<file path="src/rtl/riscv_pc_pkg.sv">
// Shared constants and types for the program-counter unit.
//   Default XLEN/INC/ALIGN_BITS and reset/trap vectors, plus the PC FSM state type.
package riscv_pc_pkg;

    localparam int unsigned DefXlen        = 32;
    localparam int unsigned DefInc         = 4;
    localparam int unsigned DefAlignBits   = 2;
    localparam logic [31:0] DefResetVector = 32'h0000_0000;
    localparam logic [31:0] DefTrapVector  = 32'h0000_0100;

    // StBoot: out of reset, pc not yet fetchable.
    // StRun:  normal sequencing.
    // StPend: a redirect arrived during a stall and is waiting to be applied.
    typedef enum logic [1:0] {
        StBoot = 2'd0,
        StRun  = 2'd1,
        StPend = 2'd2
    } pc_state_e;

endpackage

</file>
<file path="src/rtl/pc_unit_if.sv">
// Fetch-control bundle between the pipeline control logic and the PC unit.
//   master: pipeline control side (drives stall/redirect/trap, observes the PC).
//   slave:  pc_unit side (consumes control, drives pc, pc_plus_inc, status flags).
interface pc_unit_if #(
    parameter int unsigned XLEN = 32
);
    logic            stall;
    logic            redirect_valid;
    logic [XLEN-1:0] redirect_target;
    logic            trap;
    logic [XLEN-1:0] pc;
    logic [XLEN-1:0] pc_plus_inc;
    logic            pc_valid;
    logic            redirect_pending;
    logic            misalign_err;

    modport master (
        output stall, redirect_valid, redirect_target, trap,
        input  pc, pc_plus_inc, pc_valid, redirect_pending, misalign_err
    );

    modport slave (
        input  stall, redirect_valid, redirect_target, trap,
        output pc, pc_plus_inc, pc_valid, redirect_pending, misalign_err
    );
endinterface

</file>
<file path="src/rtl/pc_adder.sv">
// Purely combinational sequential-PC adder: sum_o = pc_i + INC, modulo 2^XLEN.
// Also used by the execute-stage link-address path.
//   pc_i  : input PC
//   sum_o : pc_i + INC (wraps silently)
module pc_adder #(
    parameter int unsigned XLEN = 32,
    parameter int unsigned INC  = 4
) (
    input  logic [XLEN-1:0] pc_i,
    output logic [XLEN-1:0] sum_o
);

    localparam logic [XLEN-1:0] IncVal = XLEN'(INC);

    assign sum_o = pc_i + IncVal;

endmodule

</file>
<file path="src/rtl/pc_unit.sv">
// Fetch-stage program-counter register with next-PC selection.
// Priority: trap vector > redirect target > hold (stall) > pc + INC.
// A redirect seen during a stall is buffered and applied on the first unstalled edge.
//
// Ports:
//   clk   : system clock, rising edge
//   rst_n : asynchronous active-low reset
//   bus   : pc_unit_if.slave (stall, redirect_valid, redirect_target, trap in;
//           pc, pc_plus_inc, pc_valid, redirect_pending, misalign_err out)
//
// Build option: PC_MISALIGN_TRAP_EN -- when defined, a misaligned redirect target
// traps to TRAP_VECTOR and pulses misalign_err; otherwise the low bits are masked off
// and misalign_err is tied low.
module pc_unit
    import riscv_pc_pkg::*;
#(
    parameter int unsigned     XLEN         = DefXlen,
    parameter int unsigned     INC          = DefInc,
    parameter int unsigned     ALIGN_BITS   = DefAlignBits,
    parameter logic [XLEN-1:0] RESET_VECTOR = XLEN'(DefResetVector),
    parameter logic [XLEN-1:0] TRAP_VECTOR  = XLEN'(DefTrapVector)
) (
    input  logic       clk,
    input  logic       rst_n,
    pc_unit_if.slave   bus
);

    // Ones in the ALIGN_BITS LSBs; works for ALIGN_BITS = 0 too.
    localparam logic [XLEN-1:0] AlignMask = XLEN'((64'd1 << ALIGN_BITS) - 64'd1);

    pc_state_e       state_q, state_d;
    logic [XLEN-1:0] pc_q, pc_d;
    logic            pc_valid_q, pc_valid_d;
    logic [XLEN-1:0] pend_tgt_q, pend_tgt_d;
    logic [XLEN-1:0] pc_plus_inc;
    logic            load_req;
    logic [XLEN-1:0] load_tgt;
`ifdef PC_MISALIGN_TRAP_EN
    logic            misalign_q, misalign_d;
`endif

    pc_adder #(
        .XLEN (XLEN),
        .INC  (INC)
    ) u_pc_adder (
        .pc_i  (pc_q),
        .sum_o (pc_plus_inc)
    );

    always_comb begin
        state_d    = state_q;
        pc_d       = pc_q;
        pc_valid_d = pc_valid_q;
        pend_tgt_d = pend_tgt_q;
        load_req   = 1'b0;
        load_tgt   = bus.redirect_target;
`ifdef PC_MISALIGN_TRAP_EN
        misalign_d = 1'b0;
`endif

        case (state_q)
            StBoot: begin
                // pc already holds RESET_VECTOR; only make it fetchable.
                state_d    = StRun;
                pc_valid_d = 1'b1;
            end
            StRun: begin
                if (bus.trap) begin
                    pc_d       = TRAP_VECTOR;
                    pend_tgt_d = '0;
                end else if (bus.redirect_valid && !bus.stall) begin
                    load_req = 1'b1;
                end else if (bus.redirect_valid) begin
                    pend_tgt_d = bus.redirect_target;
                    state_d    = StPend;
                end else if (!bus.stall) begin
                    pc_d = pc_plus_inc;
                end
            end
            StPend: begin
                if (bus.trap) begin
                    pc_d       = TRAP_VECTOR;
                    pend_tgt_d = '0;
                    state_d    = StRun;
                end else if (bus.redirect_valid) begin
                    // Youngest redirect wins; applied now if the stall has cleared.
                    pend_tgt_d = bus.redirect_target;
                    if (!bus.stall) begin
                        load_req = 1'b1;
                        state_d  = StRun;
                    end
                end else if (!bus.stall) begin
                    load_req = 1'b1;
                    load_tgt = pend_tgt_q;
                    state_d  = StRun;
                end
            end
            default: begin
                state_d = StBoot;
            end
        endcase

        if (load_req) begin
`ifdef PC_MISALIGN_TRAP_EN
            if ((load_tgt & AlignMask) != '0) begin
                pc_d       = TRAP_VECTOR;
                misalign_d = 1'b1;
            end else begin
                pc_d = load_tgt;
            end
`else
            pc_d = load_tgt & ~AlignMask;
`endif
        end
    end

    always_ff @(posedge clk or negedge rst_n) begin
        if (!rst_n) begin
            state_q    <= StBoot;
            pc_q       <= RESET_VECTOR;
            pc_valid_q <= 1'b0;
            pend_tgt_q <= '0;
        end else begin
            state_q    <= state_d;
            pc_q       <= pc_d;
            pc_valid_q <= pc_valid_d;
            pend_tgt_q <= pend_tgt_d;
        end
    end

`ifdef PC_MISALIGN_TRAP_EN
    always_ff @(posedge clk or negedge rst_n) begin
        if (!rst_n) begin
            misalign_q <= 1'b0;
        end else begin
            misalign_q <= misalign_d;
        end
    end

    assign bus.misalign_err = misalign_q;
`else
    assign bus.misalign_err = 1'b0;
`endif

    assign bus.pc               = pc_q;
    assign bus.pc_plus_inc      = pc_plus_inc;
    assign bus.pc_valid         = pc_valid_q;
    assign bus.redirect_pending = (state_q == StPend);

endmodule

</file>
<file path="src/flat_wrapper.sv">
// flat-port wrapper written by rule: the top's interface ports become plain ports
module pc_unit_flat import riscv_pc_pkg::*;
#(
    parameter int unsigned     XLEN         = DefXlen,
    parameter int unsigned     INC          = DefInc,
    parameter int unsigned     ALIGN_BITS   = DefAlignBits,
    parameter logic [XLEN-1:0] RESET_VECTOR = XLEN'(DefResetVector),
    parameter logic [XLEN-1:0] TRAP_VECTOR  = XLEN'(DefTrapVector)
)
  (clk, rst_n, bus_stall, bus_redirect_valid, bus_redirect_target, bus_trap, bus_pc, bus_pc_plus_inc, bus_pc_valid, bus_redirect_pending, bus_misalign_err);
  pc_unit_if #(.XLEN(XLEN)) bus_i ();
  input  logic clk;
  input  logic rst_n;
  input wire logic [$bits(bus_i.stall)-1:0] bus_stall;
  input wire logic [$bits(bus_i.redirect_valid)-1:0] bus_redirect_valid;
  input wire logic [$bits(bus_i.redirect_target)-1:0] bus_redirect_target;
  input wire logic [$bits(bus_i.trap)-1:0] bus_trap;
  output wire logic [$bits(bus_i.pc)-1:0] bus_pc;
  output wire logic [$bits(bus_i.pc_plus_inc)-1:0] bus_pc_plus_inc;
  output wire logic [$bits(bus_i.pc_valid)-1:0] bus_pc_valid;
  output wire logic [$bits(bus_i.redirect_pending)-1:0] bus_redirect_pending;
  output wire logic [$bits(bus_i.misalign_err)-1:0] bus_misalign_err;
  assign bus_i.stall = bus_stall;
  assign bus_i.redirect_valid = bus_redirect_valid;
  assign bus_i.redirect_target = bus_redirect_target;
  assign bus_i.trap = bus_trap;
  assign bus_pc = bus_i.pc;
  assign bus_pc_plus_inc = bus_i.pc_plus_inc;
  assign bus_pc_valid = bus_i.pc_valid;
  assign bus_redirect_pending = bus_i.redirect_pending;
  assign bus_misalign_err = bus_i.misalign_err;
  pc_unit #(.XLEN(XLEN), .INC(INC), .ALIGN_BITS(ALIGN_BITS), .RESET_VECTOR(RESET_VECTOR), .TRAP_VECTOR(TRAP_VECTOR)) u_core (.clk(clk), .rst_n(rst_n), .bus(bus_i));
endmodule
</file>
<file path="config.mk">
export PLATFORM = sky130hd
export DESIGN_NAME = pc_unit_flat
export DESIGN_NICKNAME = d
export VERILOG_FILES = /design/src/rtl/riscv_pc_pkg.sv /design/src/rtl/pc_unit_if.sv /design/src/rtl/pc_adder.sv /design/src/rtl/pc_unit.sv /design/src/flat_wrapper.sv
export SDC_FILE = /design/constraint.sdc
export NUM_CORES = 1
export LEC_CHECK = 0
export CORE_MARGIN = 10
export CORE_UTILIZATION = 51
export DETAILED_ROUTE_END_ITERATION = 7
export PLACE_DENSITY = 0.86
export SLEW_MARGIN = 20
export SYNTH_ARGS = -nofsm -noshare
export SYNTH_HDL_FRONTEND = slang
export SYNTH_HIERARCHICAL = 1
export SYNTH_SLANG_ARGS = --single-unit
</file>
<file path="constraint.sdc">
create_clock -name clk -period 3.35 [get_ports clk]
set_input_delay 0.67 -clock clk [delete_from_list [all_inputs] [get_ports clk]]
set_output_delay 0.67 -clock clk [all_outputs]
set_load 0.05 [all_outputs]
</file>
# == Word level (Yosys, flattened, before mapping) ==
# Cells that the tools add are included.
# word_totals
register_bits,67
inputBits,37
wordCells,51
# op_classes
n_addsub,1
n_eq_ne,11
n_mux,27
reduce_logical,8
# op_table
op,n
$mux 32,14
$pmux 32 s2,2
$add 32x3->32 const B,1
$ne 4x3->1 const B,3
$mux 2,5
$ne 2x2->1 const B,3
$ne 3x3->1 const B,2
$pmux 2 s3,1
$reduce_and 5->1,1
$mux 1,4
$reduce_and 4->1,1
$ne 3x2->1 const B,1
$reduce_bool 3->1,1
$eq 2x1->1 const B,1
$eq 2x2->1 const B,1
$logic_not 2->1,1
$pmux 1 s2,1
$reduce_and 2->1,1
$reduce_bool 2->1,1
$logic_and 1x1->1,1
$logic_not 1->1,1

# == Depth between registers and ports, before layout ==
# Gate-level depths: netlist of the first run.
# depth
ltp_word,7
ltp_mapped,9
ltp_nobuf,6

# == Hierarchy ==
# The synthesis of the first run kept the hierarchy.
# by_module_without_submodules
module,instances,cells_each,area_each_um2,seq_area_each_um2
pc_unit,1,271,2917.8,1626.6
pc_adder,1,83,580.6,0.0

# == Worst setup path before layout of the first run ==
# OpenSTA, ideal clock, no wires.
# synth_timing
kind,register to output
start,"register u_core.pc_q[2], in the netlist u_core/bus.pc[2]"
end,output port bus_pc_plus_inc[24]
t_arrival_ns,2.559
t_required_ns,2.680
path_slack_ns,0.121
stages_incl_launch_ff,6
path_buffers,0
cell_sequence,dfrtp_1 -> ha_1 -> nand3_1 -> nor4_4 -> nand4_1 -> xnor2_1
# synth_via
elab_chain_cells,1
# synth_lines
element,line_no,text
from (decl),pc_unit.sv:32,"logic [XLEN-1:0] pc_q, pc_d;"
from (signal assigned),pc_unit.sv:125,pc_q <= pc_d;
$add 32x3->32,pc_adder.sv:15,assign sum_o = pc_i + IncVal;
to (decl),flat_wrapper.sv:19,output wire logic [$bits(bus_i.pc_plus_inc)-1:0] bus_pc_plus_inc;
# Every way passes these cells.

# == Final worst setup path of the first run ==
# layout_timing
start,"register u_core.pc_q[4], in the netlist u_core/bus.pc[4]"
end,output port bus_pc_plus_inc[9]
# The elaborated chain is that of the path after synthesis.

==> flow_summary.toml, run 1 <==
[drt]
wl_um = 10300
vias_per_cell = 6.08
drt_pass1_iterations = 5
num_vias = 3236
drc = 0
post_drt_wl_per_cell_um = 19.3
drt_iter0_drc = 245
drtAntennaViolNets = 0

[setup_path]
cp_top_family = "buffers and inverters"
worstPathMaxFanout = 6
crit_arrival_ns = 2.53
path_class = "flop to primary output"
r2r_slack_ns = 1.06
path_cells = "nand4_1, or2_2, xnor2_1, clkdlybuf4s50_1"
crit_required_ns = 2.68
cp-end-kind = "primary output"
slowest_delay_ns = 0.86
crit_path_start_kind = "flop"
cp_slowest_cell = "clkdlybuf4s50_1"
critical_path_buf_inv_count = 1

[min_path]
hold_path.class = "input pin to asynchronous set/reset pin"

[timing]
setup_tns_ns = 0
finalHoldViolCount = 0
finalSetupViolCount = 0
final.min_clock_period_ns = 3.20
drv_slew = 0
grt_setup_unrepaired = "no"
max_slew_margin_pct = 55.5
fin_skew_ns = 0.0133
worstMarginPinSlew_ns = 0.668
max_freq_mhz = 312
fin_crit_sh_pct = 95.6

[cells_and_area]
drive_gt1_share_pct = 12.8
nets = 491
ff_latch_area_sq_mm = 0.00163
final_cell_mix = "76 x clkdlybuf4s50_1, 70 x nand2_1, 65 x dfrtp_1, 33 x a21oi_1, 31 x a22o_1"
area_growth_pct = 37.4
fillers = 492
design_area_sq_mm = 0.00481
antenna_cells = 0
layout_commonest_cell = "clkdlybuf4s50_1"
multi_input_area_sq_mm = 0.00173

[logic_synthesis]
muxShareOfSynthArea_pct = 0.608
yosysWarnings = 6
synth_top_area_share_pct = 46.5
synth_area_sq_mm = 0.00350
synthDistinctLibCells = 40
synth-adder-area-share_pct = 1.79
synth_top_family_by_area = "compound AO/OA/AOI/OAI gates"
async_flop_share_pct = 100
synth_edf_count = 0
synth-compound-area-share_pct = 22.9
synth.area.top_cells = "dfrtp_1 46%, a221o_1 8.3%, a22o_1 7.8%"
yosys.area_share.simple_pct = 16.6
synthXorXnorAreaFrac_pct = 7.01
syn_inst = 354
synth_largest_area_cell = "dfrtp_1"
synth-seq-area-share_pct = 46.5
synth_nets = 396
ys.flop_type = "dfrtp_1"
ys_ff_latch = 65
syn_avg_cell_area_sq_um = 9.88

[global_routing]
grt_max_degree = 31
grt_pass1_wl_um = 16300
grt_overflow = 0
grt.total_usage_pct = 19.1
grt_antenna_before_repair = 0
grt_pass1_vias = 3136

[floorplanning]
row_count = 30
core-area_sq_mm = 0.00672
io_pins = 104
die_y_um = 103
die-width_um = 103
initial_core_util_pct = 52.1
die_area_sq_mm = 0.0106

[clock_tree]
clockRootBuffer = "clkbuf_8"
htree_num_levels = 3
cts_tree = "yes"
cts.clk_slew.worst_paths_ns = 0.07
cts_made_buffers = 9
clk-insertion-delay-late_ns = 0.34
clock-sinks = 65
clockBufferDepth = 2

[place]
port_buffers = 100
hpwl_um = 7340
placed_area_sq_mm = 0.00459
place.gp.congestion = 0.881

[power]
ir_drop_mv = 0.611
leakage_nw = 2.18
power_density_mw_per_mm2 = 1120

[outcome]
outcome = "finished, final reports clean"

[job]
max_cap_violations = 0
-- report_power, final --
| part | internal, mW | total [mW] | switching [mW] | leakage [nW] |
|---|---|---|---|---|
| Sequential | 1.06 | 1.41 | 0.344 | 0.869 |
| Clock | 0.397 | 0.685 | 0.288 | 0.101 |
| Combinational | 1.15 | 3.31 | 2.16 | 1.21 |
-- routing by layer --
layer	GRT usage, %	routed length (um)
met5	0	0
met4	6.10	119
met3	5.83	1050
met2	30.0	4800
met1	24.7	4300
-- per-stage QoR --
stage	std cells	setup WS, ns	hold slack (ns)	utilization (%)	power, mW
floorplan	354	0.121	0.374	-	3.53
global placement	517	0.423	0.450	68.2	4.67
detailed placement	517	0.381	0.450	68.2	4.73
CTS	531	0.00828	0.279	71.3	5.42
global route	532	0.0392	0.306	71.6	5.66
finish	532	0.148	0.276	71.6	5.40
-- synthesized netlist by cell type (2+ instances only) --
cell / count
dfrtp_1: 65
ha_1: 5
nand2_1: 70
a221o_1: 29
a21bo_2: 2
o21ai_0: 3
and3_1: 2
nand3_1: 10
nand4_1: 9
xnor2_1: 21
buf_4: 4
clkbuf_1: 16
nor3_1: 4
a21oi_1: 33
a22o_1: 31
or2_2: 3
nor4_4: 2
buf_2: 4
xor2_1: 7
nor2_1: 8
inv_1: 6
buf_6: 2
-- area by class of cell --
cell class,count,share of cell area [%]
Clock buffer,12,3.43
Clock inverter,2,0.781
Inverter,6,0.468
Multi-Input combinational cell,257,36.0
Sequential cell,65,33.8
Tap cell,80,2.08
Timing Repair Buffer,110,23.4
-- state kept, by name, indices dropped and copies added (netlist names) --
signal and count:
u_core/bus.pc 32, u_core/bus.pc_valid 1, u_core/pend_tgt_q 30, u_core/state_q 2
-- kinds of logic after synthesis --
family | Yosys count
muxes | 2
other | 1
xor gates and xnor gates | 28
DFF | 65
buffers and inverters | 32
adders and majority gates | 5
AOI/OAI and AO/OA | 103
and+or+nand+nor | 118
-- timing repair --
action | in CTS | in global routing
gates resized for setup | 0 | 5
setup endpoints to repair | 0 | 7
buffers inserted | 0 | 1
hold buffers | 0 | 0
-- final timing paths --
check | start | endpoint | depth (start not counted)
min | rst_n | u_core/bus.pc[1] | 1
max reg2reg | u_core/bus.pc[2] | u_core/bus.pc[24] | 7
max in group asynchronous | rst_n | u_core/bus.pc[15] | 2
min in group clk | u_core/bus.pc_valid | u_core/bus.pc_valid | 1
min reg2reg | u_core/bus.pc_valid | u_core/bus.pc_valid | 1
max | u_core/bus.pc[4] | bus_pc_plus_inc[9] | 4
No activity file was read; power rests on OpenSTA's default activity.
==> run 2: changes to the inputs <==
--- a/config.mk
+++ b/config.mk
@@ -5,6 +5,7 @@
 export SDC_FILE = /design/constraint.sdc
 export NUM_CORES = 1
 export LEC_CHECK = 0
+export CORE_ASPECT_RATIO = 1.2
 export CORE_MARGIN = 10
 export CORE_UTILIZATION = 51
 export DETAILED_ROUTE_END_ITERATION = 7
==> run 2 against run 1 <==
Non-clock buffer count unchanged. Total power up 0.43%. Register-to-register slack worse by 0.05 ns. First-iteration DRC count up 22%. Worst hold slack better by 0.083 ns. Final cell count up 1.7%. Wire length up 0.57%. Sequential power about the same. Clock-buffer cell count unchanged. Critical path depth up 3. Clock power up 2%. Via count about the same.
==> flow_summary.toml, run 2 (synthesized netlist as in run 1, its figures left out) <==
[place]
hpwl_um = 7370
placed_area_sq_mm = 0.00460
dp_cells = 523
place.gp.congestion = 0.838
port_buffers = 100

[cells_and_area]
design_area_sq_mm = 0.00484
largest_reg_flops = 32
nets = 491
fillers = 492
antenna_cells = 0
area_growth_pct = 38.2
finalNonFillerCells = 541
layout_commonest_cell = "clkdlybuf4s50_1"
drive_gt1_share_pct = 13.4
finish.utilization_pct = 71.4
final_cell_mix = "76 x clkdlybuf4s50_1, 70 x nand2_1, 65 x dfrtp_1, 33 x a21oi_1, 31 x a22o_1"

[timing]
fin_skew_ns = 0.00635
drv_slew = 0
fin_hold_ws_ns = 0.359
final.min_clock_period_ns = 3.24
max_slew_margin_pct = 55.8
finalSetupViolCount = 0
setup_tns_ns = 0
fin_crit_sh_pct = 96.6
finalHoldViolCount = 0
max_freq_mhz = 309
grt_setup_unrepaired = "no"
worstMarginPinSlew_ns = 0.657

[global_routing]
grt_pass1_vias = 3369
grt_max_degree = 33
grt_pass1_wl_um = 16700
grt_overflow = 0
grt_antenna_before_repair = 0
grt.total_usage_pct = 19.3

[clock_tree]
clk-insertion-delay-late_ns = 0.33
cts_tree = "yes"
clock-sinks = 65
cts.clk_slew.worst_paths_ns = 0.07
ctsHoldBuffers = 0
cts_made_buffers = 9
clockBufferDepth = 2
htree_num_levels = 3
clockRootBuffer = "clkbuf_8"

[floorplanning]
die-width_um = 95.6
row_count = 33
io_pins = 104
core-area_sq_mm = 0.00677
die_y_um = 111
initial_core_util_pct = 51.7
die_area_sq_mm = 0.0106

[power]
ir_drop_mv = 0.748
power_density_mw_per_mm2 = 1120
leakage_nw = 2.17

[setup_path]
crit_path_frequent_cell = "nand3_1"
startpoint = "u_core/bus.pc[2]"
slowest_delay_ns = 0.47
path_cells = "ha_1, nand3_1, nor4_4, buf_4, nand3_1, xnor2_1, buf_12"
crit_arrival_ns = 2.57
cp-end-kind = "primary output"
path_class = "flop to primary output"
cp-endpoint = "bus_pc_plus_inc[30]"
crit_required_ns = 2.68
crit_path_start_kind = "flop"
r2r_slack_ns = 1.01
worstPathMaxFanout = 8
crit_cells = 7
critical_path_buf_inv_count = 2
r2r-start = "u_core/bus.pc[2]"
cp_top_family = "simple AND/OR/NAND/NOR gates"
reg2reg_depth = 7
r2r_end = "u_core/bus.pc[30]"
cp_slowest_cell = "dfrtp_1"

[drt]
drtAntennaViolNets = 0
drc = 0
post_drt_wl_per_cell_um = 19.1
drt_pass1_iterations = 6
drt_iter0_drc = 300
vias_per_cell = 5.98
wl_um = 10300
num_vias = 3233

[min_path]
hold_path.class = "input pin to asynchronous set/reset pin"

[outcome]
outcome = "finished, final reports clean"

[job]
max_cap_violations = 0
==> run 2: cell types whose count changed in the layout (fill, tap and decap cells not counted) <==
cell and delta:
or3_2 +1, dlymetal6s2s_1 -2, buf_12 +1, clkinvlp_4 +1, or3_1 -1, buf_4 -1, dlygate4sd2_1 +2, clkinv_2 +1
==> run 2: what timing repair did <==
item,in CTS,in global routing
buffers inserted,0,2
gates resized for setup,2,3
endpoints found under the setup margin,2,7
pin swaps,0,1
==> run 2: power breakdown <==
part / total (mW) / internal (mW) / leakage, nW / switching [mW]
logic: 3.31 / 1.17 / 1.19 / 2.14
registers: 1.42 / 1.06 / 0.869 / 0.353
clock network: 0.700 / 0.403 / 0.105 / 0.297
==> run 2: how the worst min path moves through the flow <==
stage | from | to | slack (ns) | cells past startpoint
2_1_floorplan | rst_n | u_core/bus.pc[0] | 0.37 | 0
3_3_place_gp | u_core/bus.pc_valid | u_core/bus.pc_valid | 0.45 | 1
3_5_place_dp | u_core/bus.pc_valid | u_core/bus.pc_valid | 0.45 | 1
4_1_cts | rst_n | u_core/bus.pc_valid | 0.37 | 1
5_1_grt | rst_n | u_core/bus.pc_valid | 0.40 | 1
6_report | rst_n | u_core/bus.pc_valid | 0.36 | 1
==> run 2: metal layers <==
layer | GRT usage, % | share of wire (%) | up-vias | wire length (um)
li1 | - | - | 1497 | -
met5 | 0 | 0 | - | 0
met3 | 5.01 | 8.4 | 14 | 864
met2 | 32.8 | 52 | 138 | 5400
met1 | 22.5 | 38 | 1584 | 3910
met4 | 6.70 | 1.5 | 0 | 153
==> run 2: cell type report <==
class                      instances  area [sq um]  area share, %
clock buffer                      12           165           3.42
clock inverter                     4          50.0           1.03
inverter                           6          22.5          0.466
multi-input combinational        257          1730           35.8
sequential                        65          1630           33.6
tap                               87           109           2.25
timing repair buffer             110          1130           23.4
==> run 2: worst reg2reg max path, cell delays in order, from the launching register on <==
cell	delay, ns
dfrtp_1	0.47
ha_1	0.24
nand3_1	0.26
nor4_4	0.34
buf_4	0.21
nand3_1	0.13
xnor2_1	0.23
a221o_1	0.35
==> run 2: stage by stage <==
stage | power [mW] | worst slack, ns
2_1_floorplan | 3.53 | 0.121
5_1_grt | 5.67 | 0.00496
3_5_place_dp | 4.75 | 0.342
3_3_place_gp | 4.69 | 0.397
4_1_cts | 5.46 | 0.0228
6_report | 5.43 | 0.115
==> run 3: changes to the inputs <==
--- a/config.mk
+++ b/config.mk
@@ -7,11 +7,11 @@
 export LEC_CHECK = 0
 export CORE_ASPECT_RATIO = 1.2
 export CORE_MARGIN = 10
-export CORE_UTILIZATION = 51
+export CORE_UTILIZATION = 52
+export CTS_CLUSTER_SIZE = 16
 export DETAILED_ROUTE_END_ITERATION = 7
 export PLACE_DENSITY = 0.86
 export SLEW_MARGIN = 20
 export SYNTH_ARGS = -nofsm -noshare
 export SYNTH_HDL_FRONTEND = slang
-export SYNTH_HIERARCHICAL = 1
 export SYNTH_SLANG_ARGS = --single-unit
==> run 3 against run 2 <==
Combinational power fell by 17%. Critical path type unchanged. Worst setup slack improved by 0.012 ns. Critical path depth fell by 1.
==> flow_summary.toml, run 3 <==
[cells_and_area]
multi_input_area_sq_mm = 0.00204
drive_gt1_share_pct = 13.8
final_cell_mix = "71 x clkdlybuf4s50_1, 64 x nand2_1, 63 x dfrtp_1, 30 x a22o_1, 28 x a21oi_1"
nets = 544
fillers = 490
layout_commonest_cell = "clkdlybuf4s50_1"
antenna_cells = 0
finish.utilization_pct = 74.6
design_area_sq_mm = 0.00518
ff_latch_area_sq_mm = 0.00158
area_growth_pct = 37.5

[power]
switching_share_pct = 49.3
net-switching-power_mw = 2.41
power.share.clock_pct = 15.3
power_frac_comb_pct = 56.5
fin_total_pwr_mw = 4.89
seqPwrFrac_pct = 28.2
p_int_mw = 2.48
ir_drop_mv = 0.614
power_density_mw_per_mm2 = 944
leakage_nw = 2.43

[timing]
setup_tns_ns = 0
fin_skew_ns = 0.0107
finalSetupViolCount = 0
max_freq_mhz = 310
drv_slew = 0
worstMarginPinSlew_ns = 0.964
final.min_clock_period_ns = 3.22
grt_setup_unrepaired = "no"
finalHoldViolCount = 0
fin_crit_sh_pct = 96.2
setup_ws_ns = 0.127
max_slew_margin_pct = 35.7

[logic_synthesis]
yosysMostFrequentCell = "nand2_1"
synth_top_area_share_pct = 41.9
ys.flop_type = "dfrtp_1"
synth_edf_count = 0
syn_avg_cell_area_sq_um = 9.27
async_flop_share_pct = 100
yosysWarnings = 0
synth.area.top_cells = "dfrtp_1 42%, a22o_1 7.0%, nand2_1 6.4%"
synth_area_sq_mm = 0.00376
ys_ff_latch = 63
synthTopCellsByCount = "64 x nand2_1, 63 x dfrtp_1, 30 x a22o_1"
synthDistinctLibCells = 47
synth_largest_area_cell = "dfrtp_1"
synth-seq-area-share_pct = 41.9
syn_inst = 406

[floorplanning]
die_area_sq_mm = 0.0111
core-area_sq_mm = 0.00694
die_y_um = 113
die-width_um = 97.7
row_count = 33
io_pins = 104
initial_core_util_pct = 54.3

[setup_path]
crit_path_start_kind = "flop"
reg2reg_depth = 6
crit_arrival_ns = 2.55
cp_top_family = "simple AND/OR/NAND/NOR gates"
crit_path_frequent_cell = "nand4_2"
critical_path_buf_inv_count = 1
cp_slowest_cell = "nor4_4"
path_class = "flop to primary output"
path_cells = "ha_1, nand4_2, nor4_4, nand4_2, xnor2_1, buf_12"
r2r-start = "u_core.state_q[0]"
cp-end-kind = "primary output"
r2r_slack_ns = 0.97
slowest_delay_ns = 0.49
worstPathMaxFanout = 6
r2r_end = "u_core.bus.pc[19]"
crit_required_ns = 2.68

[clock_tree]
htree_num_levels = 3
cts.clk_slew.worst_paths_ns = 0.08
postCtsSetupRepairBufs = 0
clock-sinks = 63
clk-insertion-delay-late_ns = 0.36
clockRootBuffer = "clkbuf_8"
cts_made_buffers = 9
clockBufferDepth = 2
ctsHoldBuffers = 0
cts_tree = "yes"

[global_routing]
grt_antenna_before_repair = 0
grt.total_usage_pct = 21.8
grt_max_degree = 42
grt_overflow = 0
grt_pass1_vias = 3928
grt_pass1_wl_um = 20100

[drt]
drt_pass1_iterations = 6
drtAntennaViolNets = 0
wl_um = 12300
post_drt_wl_per_cell_um = 20.7
drt_iter0_drc = 305
drc = 0
vias_per_cell = 6.21
num_vias = 3695

[job]
max_cap_violations = 0

[min_path]
hold_path.class = "input pin to asynchronous set/reset pin"

[place]
dp_slack_ns = 0.354
placed_area_sq_mm = 0.00496
hpwl_um = 8580
port_buffers = 96
place.gp.congestion = 0.860

[outcome]
outcome = "finished, final reports clean"
run 3: cell count changes after synthesis, sizes merged, moves of 6 or more:
cell and change:
a221o -20, nor3 +8, mux2i +11, nor2 +11, nand2 -6, nand3 +7
a211o +7, o21ai +12
run 3: final cells by class:
class / instances / share of cell area (%)
clock inverters: 7 / 1.86
inverters: 8 / 0.580
flip-flops and latches: 63 / 30.5
repair buffers: 112 / 23.2
clock buffers: 9 / 2.39
multi-input cells: 309 / 39.4
well taps: 87 / 2.10
run 3: metal layers:
layer	track usage [%]	wire length (um)
met1	25.2	4760
met2	36.8	6180
met3	5.36	1080
met4	10.7	320
met5	0	0
run 3: timing repair:
action                                  CTS  global route
endpoints found under the hold margin     0             0
endpoints found under the setup margin    2             1
resized for setup                         2             1
run 3: worst max path at each step:
stage	from	cells past startpoint	to
floorplan	u_core.bus.pc[2]	6	bus_pc_plus_inc[24]
global route	u_core.bus.pc[3]	6	bus_pc_plus_inc[26]
finish	u_core.bus.pc[2]	6	bus_pc_plus_inc[30]
detailed placement	u_core.bus.pc[9]	5	bus_pc_plus_inc[31]
CTS	u_core.bus.pc[2]	5	bus_pc_plus_inc[8]
global placement	u_core.bus.pc[9]	5	bus_pc_plus_inc[31]
run 3: logic make-up after synthesis:
kind of cell | count (synthesis) | synth area share, %
compound gates | 109 | 21.2
xor+xnor | 28 | 6.52
fa+ha+maj | 4 | 1.33
buf+inv | 38 | 4.59
flops | 63 | 41.9
mux | 12 | 3.19
other cells | 1 | 0.0996
simple gates | 151 | 21.2
run 3: metrics by stage:
step	instances	hold slack (ns)
after floorplan	410	0.374
after global placement	579	0.452
after detailed placement	579	0.459
after CTS	595	0.481
after global routing	595	0.510
final	595	0.472
run 3: power groups by stage:
stage               combinational (mW)  clock (mW)  sequential, mW
floorplan                         1.35           0            1.71
finish                            2.76       0.749            1.38
detailed placement                2.75           0            1.37
global route                      2.90       0.781            1.41
global placement                  2.69           0            1.34
CTS                               2.76       0.747            1.36
